## config.mk

```make
export PLATFORM = sky130hd
export DESIGN_NAME = pc_branch_unit
export DESIGN_NICKNAME = d
export VERILOG_FILES = /design/src/rtl/pc_pkg.sv /design/src/rtl/pc_branch_unit_return_stack.sv /design/src/rtl/pc_branch_unit.sv
export SDC_FILE = /design/constraint.sdc
export NUM_CORES = 1
export LEC_CHECK = 0
export BUFFER_PORTS_ARGS = -buffer_cell sky130_fd_sc_hd__buf_4
export CAP_MARGIN = 40
export CELL_PAD_IN_SITES_DETAIL_PLACEMENT = 0
export CELL_PAD_IN_SITES_GLOBAL_PLACEMENT = 1
export CORE_ASPECT_RATIO = 0.5
export CORE_MARGIN = 2
export CORE_UTILIZATION = 34
export DETAILED_ROUTE_END_ITERATION = 8
export PLACE_DENSITY = 0.82
export SYNTH_ARGS = -nofsm -noshare
export SYNTH_HDL_FRONTEND = slang
export SYNTH_HIERARCHICAL = 1
export SYNTH_SLANG_ARGS = --single-unit
```

## constraint.sdc

```tcl
create_clock -name clk -period 2.5 [get_ports clk]
set_input_delay 0.5 -clock clk [delete_from_list [all_inputs] [get_ports clk]]
set_output_delay 0.5 -clock clk [all_outputs]
set_load 0.005 [all_outputs]
```

## src/rtl/pc_pkg.sv

```systemverilog
// pc_pkg: definitions shared by the program-counter / branch unit.
//   pc_op_e           - PC operation codes driven by the decoder (6, 7 reserved)
//   CORE_STATE_UPDATE - core pipeline state in which next_pc is computed
//   NZP_*_BIT         - bit positions of the N, Z, P flags in the NZP register
package pc_pkg;

    typedef enum logic [2:0] {
        PC_OP_SEQ    = 3'd0,
        PC_OP_BR_ABS = 3'd1,
        PC_OP_BR_REL = 3'd2,
        PC_OP_JUMP   = 3'd3,
        PC_OP_CALL   = 3'd4,
        PC_OP_RET    = 3'd5
    } pc_op_e;

    localparam logic [2:0] CORE_STATE_UPDATE = 3'b110;

    localparam int NZP_P_BIT = 0;
    localparam int NZP_Z_BIT = 1;
    localparam int NZP_N_BIT = 2;

endpackage

```

## src/rtl/pc_branch_unit_return_stack.sv

```systemverilog
// return_stack: parametrised LIFO holding return addresses for CALL/RET.
// Only compiled when PC_RAS_EN is defined.
//   clk, reset     - clock, synchronous active-high reset (clears occupancy)
//   push, din      - write din on top of the stack (ignored when full)
//   pop            - discard the top entry (ignored when empty)
//   dout           - current top entry, valid while not empty
//   full, empty    - occupancy flags
//   level          - number of valid entries, 0..DEPTH
`ifdef PC_RAS_EN
module return_stack #(
    parameter int WIDTH = 8,
    parameter int DEPTH = 4
) (
    input  logic                           clk,
    input  logic                           reset,
    input  logic                           push,
    input  logic                           pop,
    input  logic [WIDTH-1:0]               din,
    output logic [WIDTH-1:0]               dout,
    output logic                           full,
    output logic                           empty,
    output logic [$clog2(DEPTH+1)-1:0]     level
);
    localparam int LVL_W = $clog2(DEPTH + 1);
    // Storage is rounded up to a power of two so the index width matches
    // the array exactly; entries beyond DEPTH are never addressed.
    localparam int IDX_W = (DEPTH > 1) ? $clog2(DEPTH) : 1;

    logic [WIDTH-1:0] mem_q [0:(1<<IDX_W)-1];
    logic [LVL_W-1:0] level_q;
    logic [LVL_W-1:0] level_d;
    logic [IDX_W-1:0] wr_idx;
    logic [IDX_W-1:0] rd_idx;
    logic             do_push;
    logic             do_pop;

    assign full    = (level_q == LVL_W'(DEPTH));
    assign empty   = (level_q == '0);
    assign do_push = push && !full;
    assign do_pop  = pop && !empty;
    assign wr_idx  = IDX_W'(level_q);
    assign rd_idx  = IDX_W'(level_q - LVL_W'(1));
    assign dout    = mem_q[rd_idx];
    assign level   = level_q;

    always_comb begin
        level_d = level_q;
        if (do_push) begin
            level_d = level_q + LVL_W'(1);
        end else if (do_pop) begin
            level_d = level_q - LVL_W'(1);
        end
    end

    always_ff @(posedge clk) begin
        if (reset) begin
            level_q <= '0;
        end else begin
            level_q <= level_d;
        end
    end

    // Contents need no reset: occupancy alone decides what is valid.
    always_ff @(posedge clk) begin
        if (do_push) begin
            mem_q[wr_idx] <= din;
        end
    end

endmodule
`endif

```

## src/rtl/pc_branch_unit.sv

```systemverilog
// pc_branch_unit: per-lane program counter and branch unit.
// Holds the NZP flag register and computes next_pc once per instruction
// during the UPDATE core state (enable && core_state == CORE_STATE_UPDATE).
// Optional feature macro: PC_RAS_EN builds the return-address stack for
// CALL/RET; without it CALL acts as JUMP, RET as SEQ, and the stack
// outputs are tied to 0.
// Ports:
//   clk, reset           - clock, synchronous active-high reset
//   enable, core_state   - lane active / pipeline state
//   dec_pc_op, dec_nzp   - operation code and branch condition mask {N,Z,P}
//   dec_imm              - absolute target or signed relative offset
//   nzp_write_en,alu_out - latch alu_out[2:0] into the NZP register
//   current_pc           - PC of the executing instruction
//   next_pc              - registered next PC
//   pc_updated           - pulse in the cycle after each update event
//   branch_taken         - last update redirected away from current_pc + 1
//   stack_fault          - sticky overflow/underflow flag
//   stack_level          - return stack occupancy
module pc_branch_unit
    import pc_pkg::*;
#(
    parameter int DATA_BITS   = 8,
    parameter int PC_BITS     = 8,
    parameter int STACK_DEPTH = 4
) (
    input  logic                               clk,
    input  logic                               reset,
    input  logic                               enable,
    input  logic [2:0]                         core_state,
    input  logic [2:0]                         dec_pc_op,
    input  logic [2:0]                         dec_nzp,
    input  logic [DATA_BITS-1:0]               dec_imm,
    input  logic                               nzp_write_en,
    input  logic [DATA_BITS-1:0]               alu_out,
    input  logic [PC_BITS-1:0]                 current_pc,
    output logic [PC_BITS-1:0]                 next_pc,
    output logic                               pc_updated,
    output logic                               branch_taken,
    output logic                               stack_fault,
    output logic [$clog2(STACK_DEPTH+1)-1:0]   stack_level
);
    localparam int LVL_W = $clog2(STACK_DEPTH + 1);

    logic               update_ev;
    logic [PC_BITS-1:0] seq_pc;
    logic [PC_BITS-1:0] abs_pc;
    logic [PC_BITS-1:0] rel_off;
    logic [PC_BITS-1:0] rel_pc;
    logic               cond;

    logic [2:0]         nzp_q;
    logic [PC_BITS-1:0] next_pc_q;
    logic [PC_BITS-1:0] next_pc_d;
    logic               taken_q;
    logic               taken_d;
    logic               pc_updated_q;

    // Only the flag bits of the ALU result are of interest here.
    logic unused_alu_hi;
    assign unused_alu_hi = ^alu_out[DATA_BITS-1:3];

    assign update_ev = enable && (core_state == CORE_STATE_UPDATE);
    assign seq_pc    = current_pc + PC_BITS'(1);

    // Immediate fitted to PC width: truncate when wider, otherwise
    // zero-extend for absolute targets and sign-extend for offsets.
    generate
        if (DATA_BITS >= PC_BITS) begin : g_imm_trunc
            assign abs_pc  = dec_imm[PC_BITS-1:0];
            assign rel_off = dec_imm[PC_BITS-1:0];
            if (DATA_BITS > PC_BITS) begin : g_imm_hi
                logic unused_imm_hi;
                assign unused_imm_hi = ^dec_imm[DATA_BITS-1:PC_BITS];
            end
        end else begin : g_imm_ext
            assign abs_pc  = {{(PC_BITS-DATA_BITS){1'b0}}, dec_imm};
            assign rel_off = {{(PC_BITS-DATA_BITS){dec_imm[DATA_BITS-1]}}, dec_imm};
        end
    endgenerate

    assign rel_pc = current_pc + rel_off;

    // Condition always evaluates the flags held before this event.
    assign cond = (nzp_q[NZP_N_BIT] & dec_nzp[NZP_N_BIT])
                | (nzp_q[NZP_Z_BIT] & dec_nzp[NZP_Z_BIT])
                | (nzp_q[NZP_P_BIT] & dec_nzp[NZP_P_BIT]);

`ifdef PC_RAS_EN
    logic               stk_push;
    logic               stk_pop;
    logic               stk_full;
    logic               stk_empty;
    logic [PC_BITS-1:0] stk_dout;
    logic [LVL_W-1:0]   stk_level;
    logic               fault_set;
    logic               stack_fault_q;

    return_stack #(
        .WIDTH (PC_BITS),
        .DEPTH (STACK_DEPTH)
    ) u_return_stack (
        .clk   (clk),
        .reset (reset),
        .push  (stk_push),
        .pop   (stk_pop),
        .din   (seq_pc),
        .dout  (stk_dout),
        .full  (stk_full),
        .empty (stk_empty),
        .level (stk_level)
    );
`endif

    always_comb begin
        next_pc_d = seq_pc;
        taken_d   = 1'b0;
`ifdef PC_RAS_EN
        stk_push  = 1'b0;
        stk_pop   = 1'b0;
        fault_set = 1'b0;
`endif
        case (dec_pc_op)
            PC_OP_BR_ABS: begin
                if (cond) begin
                    next_pc_d = abs_pc;
                    taken_d   = 1'b1;
                end
            end
            PC_OP_BR_REL: begin
                if (cond) begin
                    next_pc_d = rel_pc;
                    taken_d   = 1'b1;
                end
            end
            PC_OP_JUMP: begin
                next_pc_d = abs_pc;
                taken_d   = 1'b1;
            end
`ifdef PC_RAS_EN
            // A faulting CALL/RET falls through to sequential flow.
            PC_OP_CALL: begin
                if (stk_full) begin
                    fault_set = 1'b1;
                end else begin
                    stk_push  = update_ev;
                    next_pc_d = abs_pc;
                    taken_d   = 1'b1;
                end
            end
            PC_OP_RET: begin
                if (stk_empty) begin
                    fault_set = 1'b1;
                end else begin
                    stk_pop   = update_ev;
                    next_pc_d = stk_dout;
                    taken_d   = 1'b1;
                end
            end
`else
            PC_OP_CALL: begin
                next_pc_d = abs_pc;
                taken_d   = 1'b1;
            end
`endif
            default: begin
                // SEQ, RET without a stack, and reserved codes.
            end
        endcase
    end

    always_ff @(posedge clk) begin
        if (reset) begin
            nzp_q        <= 3'b000;
            next_pc_q    <= '0;
            taken_q      <= 1'b0;
            pc_updated_q <= 1'b0;
        end else begin
            pc_updated_q <= update_ev;
            if (update_ev) begin
                next_pc_q <= next_pc_d;
                taken_q   <= taken_d;
                if (nzp_write_en) begin
                    nzp_q <= alu_out[2:0];
                end
            end
        end
    end

`ifdef PC_RAS_EN
    always_ff @(posedge clk) begin
        if (reset) begin
            stack_fault_q <= 1'b0;
        end else if (update_ev && fault_set) begin
            stack_fault_q <= 1'b1;
        end
    end

    assign stack_fault = stack_fault_q;
    assign stack_level = stk_level;
`else
    assign stack_fault = 1'b0;
    assign stack_level = '0;
`endif

    assign next_pc      = next_pc_q;
    assign branch_taken = taken_q;
    assign pc_updated   = pc_updated_q;

endmodule

```

Yosys cells after proc, flatten, opt, wreduce, memory -nomap -nowiden
Index checks and enable logic that the tools add are counted.
{"block": "totals", "regBits": 13, "mem_count": 0, "latch_bits": 0, "word_cells": 25, "ramBits": 0, "mem_bits_ro": 0}
{"block": "op_classes", "n_div": 0, "reduce_logical": 4, "addsub": 2, "muxes": 5, "mul": 0, "eq_ne": 5, "bitwise_logic": 5, "n_lt_le_gt_ge": 0, "n_shift": 0}
{"op": "$pmux 8 s3", "count": 1}
{"op": "$mux 8", "count": 2}
{"op": "$add 8x1->8 const B", "count": 1}
{"op": "$add 8x8->8", "count": 1}
{"op": "$eq 3x2->1 const B", "count": 2}
{"op": "$eq 3x3->1 const B", "count": 2}
{"op": "$reduce_or 2->1", "count": 2}
{"op": "$and 1x1->1", "count": 3}
{"op": "$eq 3x1->1 const B", "count": 1}
{"op": "$or 1x1->1", "count": 2}
{"op": "$pmux 1 s2", "count": 1}
{"op": "$reduce_and 2->1", "count": 1}
{"op": "$logic_and 1x1->1", "count": 1}
{"op": "$mux 1", "count": 1}

Logic depth before layout (Yosys ltp)
{"block": "depth", "depth_word": 5, "ltp_mapped": 7, "depth_no_buf": 7}

Worst setup path after synthesis
No wires, ideal clock.
{"block": "synth_timing", "kind": "input port to flip-flop", "from": "input dec_imm[0]", "to": "register next_pc_q[6] (netlist: next_pc[6])", "arrival_time_ps": 2019, "cell_stages": 7, "path_buffers": 0, "path_slack_ps": 361, "path_cell_list": "ha_1 fa_1 a211oi_1 o21bai_1 a21oi_1 nor3b_1 o31a_1"}
{"block": "synth_between", "elab_chain_cells": 3}
{"element": "start: declaration", "line_no": "pc_branch_unit.sv:32", "rtl": "input logic [DATA_BITS-1:0] dec_imm,"}
{"element": "$add 8x8->8", "line_no": "pc_branch_unit.sv:81", "rtl": "assign rel_pc = current_pc + rel_off;"}
{"element": "$mux 8", "line_no": "pc_branch_unit.sv:130", "rtl": "if (cond) begin"}
{"element": "$pmux 8 s3", "line_no": "pc_branch_unit.sv:122", "rtl": "case (dec_pc_op)"}
{"element": "end signal: assignment", "line_no": "pc_branch_unit.sv:180", "rtl": "next_pc_q <= next_pc_d;"}
{"element": "end: declaration", "line_no": "pc_branch_unit.sv:52", "rtl": "logic [PC_BITS-1:0] next_pc_q;"}
Every way passes these cells.
A chain may end at the register's enable or synchronous reset.

Final worst setup path
{"block": "layout_timing", "from": "input current_pc[0]", "to": "register next_pc_q[6] (netlist: next_pc[6])"}
{"block": "layout_between", "elab_chain_cells": 3, "word_cells_on_any_way": 5, "cone_classes": "2 x add/sub; 3 x mux"}
{"element": "start: declaration", "line_no": "pc_branch_unit.sv:35", "rtl": "input logic [PC_BITS-1:0] current_pc,"}
{"element": "$add 8x1->8 or $add 8x8->8 (tied branches)", "line_no": "pc_branch_unit.sv:63, pc_branch_unit.sv:81"}
{"element": "$mux 8, on equally long branches", "line_no": "pc_branch_unit.sv:130, pc_branch_unit.sv:124"}
{"element": "$pmux 8 s3 (*)", "line_no": "pc_branch_unit.sv:122"}
Every way passes the cells marked *; elsewhere a longest branch is shown, timed or not.

==> run_results.csv <==
group,metric,value,unit
synthesis,seq_area_frac_synth,0.1998,
hold_path,hold_depth,2,
finish,synthToLayoutAreaGrowth,28.82,%
timing,maxSlewViolCount,0,
grt,groute.usage.overall,0.1708,
synthesis,synth_adder_area_share,0.09990,
grt,grt_max_degree,17,
synthesis,syn-cell-area,1302,um2
detailed_routing,drt-total-wl,3.672,mm
placement,placed_area,1633,um2
power,p_per_area,360.7,nW/um2
hold_path,worstHoldStart,"nzp_q[0]",
timing,fin_crit,2.232,ns
grt,grt_pass1_vias,1122,
floorplan,dieArea,4372,um2
critical_path,r2r-start,"nzp_q[2]",
synthesis,netlist_top_cells_area,"dfxtp_1, ha_1, nor2_1",
timing,tightestPinTransition,0.5789,ns
finish,n_antenna_cell,0,
timing,hold_slack,0.4560,ns
critical_path,crit_path_max_fanout,6,
synthesis,syn_avg_cell_area,7.486,um2
finish,regArea,260.3,um2
clock_tree,cts_tree,"yes",
synthesis,synth_top_family_by_area,"compound AO/OA/AOI/OAI gates",
synthesis,synthArstFlopShare,0,
synthesis,synth_edf_count,0,
power,p_sw,0.1849,mW
finish,fin_area,1678,um2
job,maxCapViolCount,0,
placement,portBuffers,41,
hold_path,whs_endpoint,"nzp_q[0]",
clock_tree,post_cts_hold_buffer_count,0,
grt,grt_antenna_before_repair,0,
synthesis,synth_top_area_frac,0.1998,
detailed_routing,drtAntennaViolNets,0,
power,p_sw_frac,0.3055,
critical_path,rr_worst_depth,6,
synthesis,synth-simple-area-share,0.2498,
synthesis,yosysTopAreaCell,"dfxtp_1",
clock_tree,cts_setup_buffers,0,
timing,rsz0062_at_grt,"no",
clock_tree,clk_pin_slew_worst_paths,0.05,ns
clock_tree,clk_latency,0.24,ns
detailed_routing,vias_per_cell,5.304,
grt,grt-ovfl-total,0,
placement,gp_congestion,0.8468,
finish,multi_input_area,970.9,um2
power,p_clk_frac,0.309,
detailed_routing,drt_iter0_drc,210,
power,combPwrFrac,0.334,
finish,fill_cells,374,
detailed_routing,avgRoutedWirePerCell,13.96,um
finish,fin_nets,259,
power,internal-power,0.4204,mW
clock_tree,cts-htree-levels,1,
finish,fin_util,0.4730,
power,power_frac_seq,0.357,
detailed_routing,drt_pass1_iterations,4,
timing,max_freq,448.0,MHz
critical_path,rr_endpoint,"next_pc[2]",
floorplan,die_w,91.53,um
clock_tree,clockBufferDepth,2,
critical_path,crit_type,"primary input to flop",
power,ir_drop,0.1544,mV
critical_path,reg2reg_slack,0.68,ns
timing,period_share,0.8929,
synthesis,ys_ff_latch,13,
finish,drive_above_1_share,0.2358,
synthesis,synth-warning-count,6,
synthesis,synth-main-ff-cell,"dfxtp_1",
detailed_routing,via_count,1395,
critical_path,crit_arrival,2.36,ns
floorplan,die_h,47.77,um
floorplan,num_rows,15,
timing,hold_viol,0,
synthesis,synth_compound_area_frac,0.3228,
clock_tree,cts_sinks,13,
critical_path,cp_data_required_time,2.63,ns
hold_path,hold_class,"flop to flop",
power,leakage,0.6932,nW
floorplan,core,3547,um2
synthesis,muxShareOfSynthArea,0.007685,
placement,dpl.hpwl,2.955,mm
timing,finClkSkew,0.001451,ns
floorplan,start_util,0.3672,
critical_path,crit_path_start_kind,"primary input",
synthesis,yosysUniqueCellTypes,50,
synthesis,synthXorXnorAreaFrac,0.05379,
run_status,outcome,"finished clean",
critical_path,worst_setup_path_end_kind,"flop",
timing,slew-limit-headroom,0.6138,
clock_tree,cts_buffers,3,
clock_tree,root_buffer,"clkbuf_8",
grt,grt_pass1_wl,5.644,mm
synthesis,synthCells,174,
clock_tree,postCtsResizedCells,0,
timing,setup_tns,0,ns
detailed_routing,route.detailed.drc,0,
floorplan,ios,51,
timing,finalSetupViolCount,0,
[metrics by stage]
stage | power [mW] | setup slack, ns | instances
floorplan | 0.3391 | 0.3609 | 177
global placement | 0.4190 | 0.06347 | 259
detailed placement | 0.4207 | 0.01508 | 259
CTS | 0.6051 | 0.2660 | 263
global route | 0.6385 | 0.1590 | 263
finish | 0.6053 | 0.2676 | 263
[power groups by stage]
stage	clock, mW	combinational, mW	sequential (mW)
floorplan	0	0.118	0.221
global placement	0	0.199	0.220
detailed placement	0	0.200	0.221
CTS	0.188	0.201	0.216
global route	0.195	0.226	0.217
finish	0.187	0.202	0.216
[Yosys cell counts, drive strengths merged, types with 3 or more instances]
cell type / instances
buf: 5
inv: 6
a211oi: 10
nand3: 6
dfxtp: 13
clkbuf: 6
nor2: 22
xnor2: 3
o311ai: 3
a311oi: 4
ha: 8
nand2: 17
nor3: 3
o21ai: 10
xor2: 5
a21oi: 14
[cell families after synthesis]
family	after synthesis
flops	13
fa+ha+maj	10
other cells	1
mux	1
xor+xnor	8
compound gates	59
simple gates	65
buf+inv	17
[critical path, cell delays in order]
cell and delay, ns:
buf_4 0.13, ha_1 0.22, fa_1 0.42, a211oi_1 0.38, o21bai_1 0.14, a21oi_1 0.19, nor3b_1 0.10, o31a_1 0.29
[registers in the layout (all words and copies together), names as in the netlist]
register	flops
nzp_q	3
next_pc	8
pc_updated	1
branch_taken	1
[metal layers]
metal / share of wire / up-vias / routed length, um / track usage
met5: 0 / - / 0 / 0
met3: 0.083 / 5 / 303 / 0.02992
met1: 0.51 / 619 / 1857 / 0.2606
met4: 0.012 / 0 / 45 / 0.06364
li1: - / 722 / - / -
met2: 0.40 / 49 / 1466 / 0.2382
[area by class of cell]
class	instances	share of cell area
flip-flops and latches	13	0.1551
clock buffers	4	0.02685
multi-input cells	147	0.5787
repair buffers	42	0.1879
inverters	6	0.01342
well taps	51	0.03803
[how the worst max path moves through the flow]
stage,slack [ns],cells after the start,to,startpoint
after floorplan,0.36,7,next_pc[6],dec_imm[0]
after global placement,0.06,8,next_pc[6],current_pc[0]
after detailed placement,0.02,8,next_pc[6],current_pc[0]
after CTS,0.27,8,next_pc[6],current_pc[0]
after global routing,0.16,8,next_pc[6],current_pc[0]
final,0.27,8,next_pc[6],current_pc[0]
[placed cells by master, fill, tap and decap left out, types with 5 or more instances in the layout]
master     n
o21ai_0    6
a21oi_1   14
ha_1       8
nor2_1    22
buf_4     42
nand3_1    6
xor2_1     5
inv_1      6
a211oi_1  10
dfxtp_1   13
nand2_1   17
(Power assumes the default switching activity.)
